File: config.mk
export PLATFORM = sky130hd
export DESIGN_NAME = pc_branch_sequencer
export DESIGN_NICKNAME = d
export VERILOG_FILES = /design/src/rtl/cpu_pkg.sv /design/src/rtl/sat_counter.sv /design/src/rtl/pc_branch_sequencer.sv
export SDC_FILE = /design/constraint.sdc
export NUM_CORES = 1
export LEC_CHECK = 0
export ABC_AREA = 1
export BUFFER_PORTS_ARGS = -buffer_cell sky130_fd_sc_hd__clkbuf_2
export CORE_MARGIN = 1
export CORE_UTILIZATION = 45
export CTS_BUF_LIST = sky130_fd_sc_hd__clkbuf_8 sky130_fd_sc_hd__clkbuf_16
export CTS_CLUSTER_SIZE = 10
export DETAILED_ROUTE_END_ITERATION = 8
export MAX_ROUTING_LAYER = met4
export PLACE_DENSITY = 0.77
export SYNTH_ARGS = -nofsm -noshare
export SYNTH_HDL_FRONTEND = slang
export SYNTH_SLANG_ARGS = --single-unit
File: constraint.sdc
create_clock -name clk -period 3.91 [get_ports clk]
set_input_delay 0.391 -clock clk [delete_from_list [all_inputs] [get_ports clk]]
set_output_delay 0.391 -clock clk [all_outputs]
set_load 0.1 [all_outputs]
File: src/rtl/cpu_pkg.sv
// cpu_pkg: shared sequencer state encoding, branch instruction ID range and PC width
package cpu_pkg;
  localparam int PC_W        = 32;
  localparam int BR_ID_FIRST = 15;
  localparam int BR_ID_LAST  = 20;
  typedef enum logic [1:0] {IDLE, FETCH, DRAIN, HALTED} seq_state_t;
endpackage

File: src/rtl/sat_counter.sv
// sat_counter: event counter that sticks at all-ones; ports clk, reset, i_inc (count enable), o_cnt (value)
module sat_counter #(
  parameter int CNT_W = 16
) (
  input  logic             clk,
  input  logic             reset,
  input  logic             i_inc,
  output logic [CNT_W-1:0] o_cnt
);
  logic [CNT_W-1:0] r_cnt;
  always_ff @(posedge clk)
    if (reset) r_cnt <= '0;
    else if (i_inc && !(&r_cnt)) r_cnt <= r_cnt + 1'b1;
  assign o_cnt = r_cnt;
endmodule

File: src/rtl/pc_branch_sequencer.sv
// pc_branch_sequencer: PC sequencer; imem req/ack fetch port, if_* valid/ready decode port, branch redirect with flush, halt, branch statistics
module pc_branch_sequencer import cpu_pkg::*; #(
  parameter logic [PC_W-1:0] RESET_PC = 32'h0000_0000,
  parameter logic [PC_W-1:0] PC_STEP  = 32'd1,
  parameter int              CNT_W    = 16
) (
  input  logic             clk,
  input  logic             reset,
  output logic             imem_req,
  output logic [PC_W-1:0]  imem_addr,
  input  logic             imem_ack,
  input  logic [31:0]      imem_data,
  output logic             if_valid,
  output logic [31:0]      if_ir,
  output logic [PC_W-1:0]  if_pc,
  input  logic             id_ready,
  input  logic             br_valid,
  input  logic             br_taken,
  input  logic [PC_W-1:0]  br_target,
  input  logic             halt,
  output logic             flush,
  output logic             halted,
  output logic [CNT_W-1:0] br_count,
  output logic [CNT_W-1:0] taken_count
);
  seq_state_t      r_state;
  logic [PC_W-1:0] r_pc, r_tgt, r_ifpc;
  logic [31:0]     r_ir;
  logic            r_pend, r_halt, r_ifv, r_flush;
  logic            w_taken, w_halt, w_req, w_acc, w_stall;
  assign w_taken = br_valid & br_taken;
  assign w_halt  = r_halt | halt;
  // once a request is visible it stays up until acked; a new one needs a free if_* slot and no halt
  assign w_req   = (r_state == DRAIN) |
                   ((r_state == FETCH) & (r_pend | (!w_halt & (!r_ifv | id_ready))));
  assign w_acc   = w_req & imem_ack;
  assign w_stall = w_req & !imem_ack;
  always_ff @(posedge clk) begin
    if (reset) begin
      r_state <= IDLE;
      r_pc    <= RESET_PC;
      r_tgt   <= RESET_PC;
      r_ir    <= '0;
      r_ifpc  <= '0;
      r_ifv   <= 1'b0;
      r_pend  <= 1'b0;
      r_halt  <= 1'b0;
      r_flush <= 1'b0;
    end else begin
      r_flush <= w_taken;
      r_halt  <= w_halt;
      r_pend  <= w_stall;
      if (r_ifv && id_ready) r_ifv <= 1'b0;
      if (w_taken) begin
        r_ifv <= 1'b0;
        // an unacked request must finish at its original address; park the target until then
        if (w_stall) begin
          r_tgt   <= br_target;
          r_state <= DRAIN;
        end else begin
          r_pc    <= br_target;
          r_state <= (r_state == HALTED || (w_halt && r_state != IDLE)) ? HALTED : FETCH;
        end
      end else begin
        case (r_state)
          IDLE: r_state <= FETCH;
          FETCH: begin
            if (w_acc) begin
              r_ir   <= imem_data;
              r_ifpc <= r_pc;
              r_ifv  <= 1'b1;
              r_pc   <= r_pc + PC_STEP;
            end
            if (w_halt && !w_stall) r_state <= HALTED;
          end
          DRAIN: if (imem_ack) begin
            r_pc    <= r_tgt;
            r_state <= w_halt ? HALTED : FETCH;
          end
          default: ;
        endcase
      end
    end
  end
  assign imem_req  = w_req;
  assign imem_addr = r_pc;
  assign if_valid  = r_ifv;
  assign if_ir     = r_ir;
  assign if_pc     = r_ifpc;
  assign flush     = r_flush;
  assign halted    = (r_state == HALTED);
  sat_counter #(.CNT_W(CNT_W)) u_br_cnt (
    .clk(clk), .reset(reset), .i_inc(br_valid), .o_cnt(br_count)
  );
  sat_counter #(.CNT_W(CNT_W)) u_taken_cnt (
    .clk(clk), .reset(reset), .i_inc(w_taken), .o_cnt(taken_count)
  );
endmodule
==> results.md, run 1 <==
- # DRC: 0
- Worst Max-Slew Pin Slew: 0.720 ns
- Count leader, synth: nand2_1
- Number of global-route vias before repair: about 6700
- Final hold violation count: 0
- Hold path start: halt
- Crit path DAT: between 2 and 3 ns
- Core Footprint: approximately 18000 um^2
- # port buffers: just over 200
- Gr busiest metal: met2
- Fin. max-slew vios: 0
- Worst slew margin: 52.0%
- Die Area: 18800 um^2
- YS warnings: 0
- Pin count of the biggest net entering global routing: about 110
- Max rail drop VDD: 0.499 mV
- Final #Nets: 1445
- CP top delay family: simple AND/OR/NAND/NOR gates
- First-pass GRT wire length: around 34 mm
- Post-synthesis sequential area ratio: 40.6%
- Cell taking the most area after synthesis: dfxtp_1
- Final period utilization: 65.6%
- Layout cell share with drive strength beyond 1: 21.1%
- Worst Setup Start Kind: flip-flop
- Area Overhead vs Synth: 20.4%
- Vias per cell: 4.96
- Grt met2 use: a little over a third
- Wire per inst: 13.6 um
- Final setup vio count: 0
- Initial Utilization: 46.7%
- FF-to-FF End: imem_addr[31]$_SDFFE_PP0P_
- Die Ht: around 140 um
- CP Cell Sequence: inv_1 > ha_1 > inv_2 > nand2_4 > nand3_4 > nand3_4 > nor2_1 > nand2_1 > a21oi_1
- Starting DRC count in detailed routing: 531
- GRT overflow: 0
- Hold depth: 3
- CTS Root Cell: clkbuf_16
- Synth area leaders: dfxtp_1 41%, nand2_1 10%, a21oi_1 9.4%
- Max cap viols: 0
- Post-Syn Area per Cell: approximately 6.8 um^2
- Worst path bufs/invs: 2
- Async set or reset register ratio after synthesis: 0%
- Cell count after synthesis: 1200
- DRT antenna net count: 0
- Synthesized area: 8190 um^2
- GR Util met1: ~30%
- Clock sink total: roughly 170
- Initial DRT Pass Iterations: 6
- CP dominant cell by count: nand3_4
- CP endpoint kind: flip-flop
- Worst hold endpoint: r_halt$_SDFF_PP0_
- Initial antenna violation count: 1
- Worst skew pair latency: 0.43 ns
- TritonCTS Buffers: 17
- Synth top cells by count: 229 x nand2_1, 166 x dfxtp_1, 160 x inv_1
- Post-CTS sizing: 0
- Total Wirelength: roughly 22 mm
- Met3 Usage GRT: 5.89%
- Post-Syn Nets: 1278
- Post-synth EDFFs: 0
- Lkg Pwr: roughly 4.1 nW
- Die width: 137 um
- Required time of the critical path: 4.26 ns
- Fin crit period: 2.56 ns
- Maximum achievable frequency: roughly 390 MHz
- Final Skew: 0.00708 ns
- Worst path slowest cell: inv_2
- Top Ports: ~200
- Clk slew on worst S/H paths: 0.07 ns
- Kind of critical path: flip-flop to flip-flop
- Status: complete, no violations
- Hold-fix buffers at CTS: 0
- Total setup buffers inserted after CTS: 0
- FF-to-FF path depth: 9
- Yosys top cell area share: 40.6%
- Hold Crit Class: primary input to flip-flop
- Htree depth: 4
- HPWL Detailed: 15.2 mm
- Setup_tns: 0 ns
- Top FF cell, synth: dfxtp_1
- Worst reg2reg startpoint: r_state[0]$_SDFFE_PP0P_
- RSZ-0062 raised after global routing: no
- Crit Path Max Fanout: 36
- Vias: 7973
- Reg2Reg Setup Slack: 1.35 ns
- Hold_ws: between 0.2 and 0.25 ns
- Slowest cell delay on critical path: 0.44 ns
- TritonCTS clock tree: yes
- #FFs+latches synth: 166
- Row cnt: between 40 and 50
- Total GRT Usage: roughly a quarter
- Maximum buffer depth of the clock tree: 2
- Gpl congestion: approximately 0.91
- Cell Pwr Density: 714 nW/um^2
- Synth unique cells: 40
==> per-stage QoR <==
stage	worst slack [ns]	instances	instance area, um^2	power (mW)	utilization [%]
floorplan	1.52	1200	8190	4.79	-
global placement	1.44	1573	9250	5.26	52.7
detailed placement	1.34	1573	9250	5.31	52.7
CTS	1.32	1605	9860	7.06	56.2
global route	1.03	1606	9860	7.39	56.2
finish	1.35	1606	9860	7.04	56.2
==> worst max path at each step <==
stage / start / end / slack [ns] / depth (start not counted)
2_1_floorplan: u_br_cnt.o_cnt[0]$_SDFFE_PP0P_ / u_br_cnt.o_cnt[0]$_SDFFE_PP0P_ / 1.52 / 9
3_3_place_gp: r_state[0]$_SDFFE_PP0P_ / if_pc[24]$_SDFFE_PP0P_ / 1.44 / 8
3_5_place_dp: r_state[0]$_SDFFE_PP0P_ / if_ir[4]$_SDFFE_PP0P_ / 1.34 / 8
4_1_cts: r_state[0]$_SDFFE_PP0P_ / if_ir[4]$_SDFFE_PP0P_ / 1.32 / 8
5_1_grt: r_state[0]$_SDFFE_PP0P_ / if_pc[15]$_SDFFE_PP0P_ / 1.03 / 8
6_report: r_state[0]$_SDFFE_PP0P_ / imem_addr[31]$_SDFFE_PP0P_ / 1.35 / 9
==> sequential cells by signal, indices dropped and copies added, names as in the netlist <==
register           flops
u_br_cnt.o_cnt        16
if_valid               1
r_pend                 1
r_state                2
flush                  1
u_taken_cnt.o_cnt     16
if_ir                 32
r_tgt                 32
if_pc                 32
imem_addr             32
r_halt                 1
==> final cells by class <==
cell class	instances	area, um^2
diodes	1	2.50
clock buffers	17	425
clock inverters	15	186
fillers	1699	7670
inverters	166	627
multi-input cells	808	3950
flip-flops and latches	166	3320
well taps	225	282
repair buffers	208	1070
==> tightest hold or removal path, cell delays in order <==
cell      delay (ns)
clkbuf_2        0.09
nor2_2          0.05
nor2_1          0.07
==> report_power, final <==
group / leakage, nW / switching, mW / internal (mW) / total (mW)
clock: 0.301 / 0.777 / 0.974 / 1.75
combinational: 2.47 / 2.44 / 0.588 / 3.03
sequential: 1.35 / 0.334 / 1.93 / 2.26
total: 4.12 / 3.55 / 3.49 / 7.04
==> layout by cell type, fill, tap and decap left out, drive strengths merged <==
master and count:
dfxtp 166, nor2 146, ha 7, clkinv 4, o21a 1, xnor2 10
bufinv 2, a31oi 4, a21oi 157, and3 2, diode 1, nand3b 2
a21boi 1, inv 175, nor3b 1, o21bai 1, clkbuf 219, buf 6
nor3 12, nand4 6, o211ai 1, nand3 52, xor2 12, nand2 243
o21ai 150
==> kinds of logic after synthesis <==
logic type / Yosys count / share of synthesized area [%]
adders and majority gates: 7 / 1.07
xor gates and xnor gates: 22 / 2.35
buffers and inverters: 226 / 11.3
and+or+nand+nor: 464 / 25.1
DFF: 166 / 40.6
AOI/OAI and AO/OA: 315 / 19.6
==> per-layer routing <==
| layer | wire length [um] | part of all wire, % | up-vias |
|---|---|---|---|
| li1 | - | - | 4172 |
| met4 | 392 | 1.8 | 0 |
| met5 | 0 | 0 | - |
| met3 | 1640 | 7.5 | 26 |
| met1 | 9960 | 46 | 3504 |
| met2 | 9800 | 45 | 271 |
(Power assumes the default switching activity.)
==> run 2, diff against run 1 <==
PLACE_DENSITY = 0.8   (was 0.77)
clock period = 2.1 ns   (was 3.91 ns; I/O delays follow)
==> run 2 against run 1 <==
  * Utilization is 1.2 points higher
  * Global-route usage shrank 0.091 points
  * Design area grew 2.2%
  * Register-to-register slack worse by 1.2 ns
  * Sequential cell count did not move
  * Cell count grew 1.3%
  * Sequential share of layout area is 0.34 points lower
  * Fmax rose by 33%
  * Hold slack got worse by 0.19 ns
  * Critical endpoint is now imem_addr[0]$_SDFFE_PP0P_
  * Largest power group unchanged
  * Highest routed layer unchanged
==> results.md, run 2 (synthesized netlist as in run 1, its figures left out) <==
- Status: complete, no violations (unchanged)
- Crit path DAT: 2.22 ns (was 2.91 ns)
- Final #Nets: 1465 (was 1445)
- Max cap viols: 0 (unchanged)
- Required time of the critical path: 2.39 ns (was 4.26 ns)
- Worst Max-Slew Pin Slew: 0.562 ns (was 0.720 ns)
- Pin count of the biggest net entering global routing: 49 (was 111)
- TritonCTS Buffers: 17 (unchanged)
- First-pass GRT wire length: 34.1 mm (was 34.0 mm)
- GRT overflow: 0 (unchanged)
- Commonest non-fill, non-tap cell in the layout: nand2_1 (unchanged)
- Final setup vio count: 0 (unchanged)
- Wire per inst: 13.4 um (was 13.6 um)
- Die width: 137 um (unchanged)
- Number of global-route vias before repair: 6912 (was 6677)
- Final hold violation count: 0 (unchanged)
- Lkg Pwr: 4.22 nW (was 4.12 nW)
- Clk slew on worst S/H paths: 0.07 ns (about the same)
- Post-Place Worst Slack: 0.217 ns (was 1.34 ns)
- Final period utilization: 91.7% (was 65.6%)
- Register area: 3360 um^2 (was 3320 um^2)
- Max rail drop VDD: 0.942 mV (was 0.499 mV)
- Hold-fix buffers at CTS: 0 (unchanged)
- Cell Pwr Density: 1300 nW/um^2 (was 714 nW/um^2)
- Top Ports: 203 (unchanged)
- CP Cell Sequence: inv_1 > ha_1 > inv_2 > nor3_2 > nor2_4 > nand3_4 > o21ai_0 > a21oi_1 (was inv_1 > ha_1 > inv_2 > nand2_4 > nand3_4 > nand3_4 > nor2_1 > nand2_1 > a21oi_1)
- Worst skew pair latency: 0.43 ns (about the same)
- Htree depth: 4 (unchanged)
- RSZ-0062 raised after global routing: yes (was no)
- Starting DRC count in detailed routing: 487 (was 531)
- Total Wirelength: 21.9 mm (was 21.8 mm)
- Row cnt: 48 (unchanged)
- Vias per cell: 5.00 (was 4.96)
- Die Ht: 137 um (unchanged)
- Maximum buffer depth of the clock tree: 2 (unchanged)
- # DRC: 0 (unchanged)
- Min setup slack post-route: 0.174 ns (was 1.35 ns)
- Fin. max-slew vios: 0 (unchanged)
- Hold Crit Class: primary input to flip-flop (unchanged)
- Area Overhead vs Synth: 23.0% (was 20.4%)
- Initial DRT Pass Iterations: 5 (was 6)
- HPWL Detailed: 15.7 mm (was 15.2 mm)
- DRT antenna net count: 0 (unchanged)
- Worst path slowest cell: nand3_4 (was inv_2)
- Die Area: 18800 um^2 (unchanged)
- Final Skew: 0.00773 ns (was 0.00708 ns)
- Crit Path Max Fanout: 36 (unchanged)
- TritonCTS clock tree: yes (unchanged)
- Total GRT Usage: 23.7% (was 23.8%)
- Initial Utilization: 46.7% (unchanged)
- Post-CTS sizing: 0 (unchanged)
- Kind of critical path: flip-flop to flip-flop (unchanged)
- Most frequent cells in the layout: 229 x nand2_1, 201 x clkbuf_2, 159 x inv_1, 154 x a21oi_1, 136 x dfxtp_1 (was 229 x nand2_1, 202 x clkbuf_2, 166 x dfxtp_1, 159 x inv_1, 154 x a21oi_1)
- Initial antenna violation count: 2 (was 1)
- Slowest cell delay on critical path: 0.38 ns (was 0.44 ns)
- Filler instances: 1638 (was 1699)
- Worst Setup Start Kind: flip-flop (unchanged)
- Gpl congestion: 0.898 (was 0.911)
- Layout cell share with drive strength beyond 1: 24.4% (was 21.1%)
- Core Footprint: 17500 um^2 (unchanged)
- Area of the multi-input gates: 3970 um^2 (was 3950 um^2)
- Total setup buffers inserted after CTS: 0 (unchanged)
- CTS Root Cell: clkbuf_16 (unchanged)
- # port buffers: 202 (unchanged)
- CP endpoint kind: flip-flop (unchanged)
- Maximum achievable frequency: 519 MHz (was 390 MHz)
- Clock sink total: 166 (unchanged)
- Fin crit period: 1.93 ns (was 2.56 ns)
- Worst slew margin: 62.7% (was 52.0%)
- Total Power: 13.1 mW (was 7.04 mW)
- Vias: 8132 (was 7973)
[run 2: cell count changes in the layout (fill, tap and decap cells not counted), sizes merged]
| cell | change |
|---|---|
| inv | -1 |
| buf | +20 |
| diode | +1 |
| clkinvlp | +3 |
| bufinv | -2 |
| nor2 | +1 |
| clkinv | -1 |
[run 2: cell type report]
class                           instances  share of cell area (%)
Clock inverter                         14                    1.30
Tap cell                              225                    2.79
Clock buffer                           18                    4.36
Sequential cell                       166                    33.4
Inverter                              166                    6.22
Multi-Input combinational cell        809                    39.4
Timing Repair Buffer                  227                    12.5
Antenna cell                            2                  0.0497
[run 2: report_power, final]
group | leakage (nW) | internal (mW) | switching (mW)
sequential | 1.36 | 3.62 | 0.522
combinational | 2.59 | 1.27 | 4.71
clock | 0.272 | 1.60 | 1.42
total | 4.22 | 6.49 | 6.65
[run 2: final timing paths]
| path | startpoint | endpoint | slack [ns] | depth (start not counted) |
|---|---|---|---|---|
| setup / recovery | r_state[0]$_SDFFE_PP0P_ | imem_addr[0]$_SDFFE_PP0P_ | 0.17 | 8 |
| hold / removal | halt | r_halt$_SDFF_PP0_ | 0.02 | 3 |
| setup reg to reg | r_state[0]$_SDFFE_PP0P_ | imem_addr[0]$_SDFFE_PP0P_ | 0.17 | 8 |
| hold reg to reg | if_ir[0]$_SDFFE_PP0P_ | if_ir[0]$_SDFFE_PP0P_ | 0.44 | 2 |
[run 2: per-layer routing]
metal	track usage (%)	part of all wire, %	up-vias
li1	-	-	4216
met5	-	0	-
met3	5.52	7.6	17
met2	37.0	46	272
met1	30.7	46	3627
met4	5.98	0.95	0
[run 2: worst max-delay path, delay by kind of cell (launching register included)]
family | cells | cell delay [ns]
AOI/OAI and AO/OA | 2 | 0.36
DFF | 1 | 0.36
buffers and inverters | 2 | 0.24
adders and majority gates | 1 | 0.22
and+or+nand+nor | 3 | 0.61
[run 2: per-stage QoR]
| step | cell area, um^2 | hold WS, ns | instances | utilization [%] | TNS [ns] |
|---|---|---|---|---|---|
| global placement | 9480 | 0.429 | 1592 | 54.1 | 0 |
| floorplan | 8230 | 0.336 | 1200 | - | 0 |
| finish | 10100 | 0.0197 | 1627 | 57.5 | 0 |
| detailed placement | 9480 | 0.434 | 1592 | 54.1 | 0 |
| CTS | 10100 | 0.00536 | 1624 | 57.3 | 0 |
| global route | 10100 | 0.0584 | 1627 | 57.5 | -0.0178 |
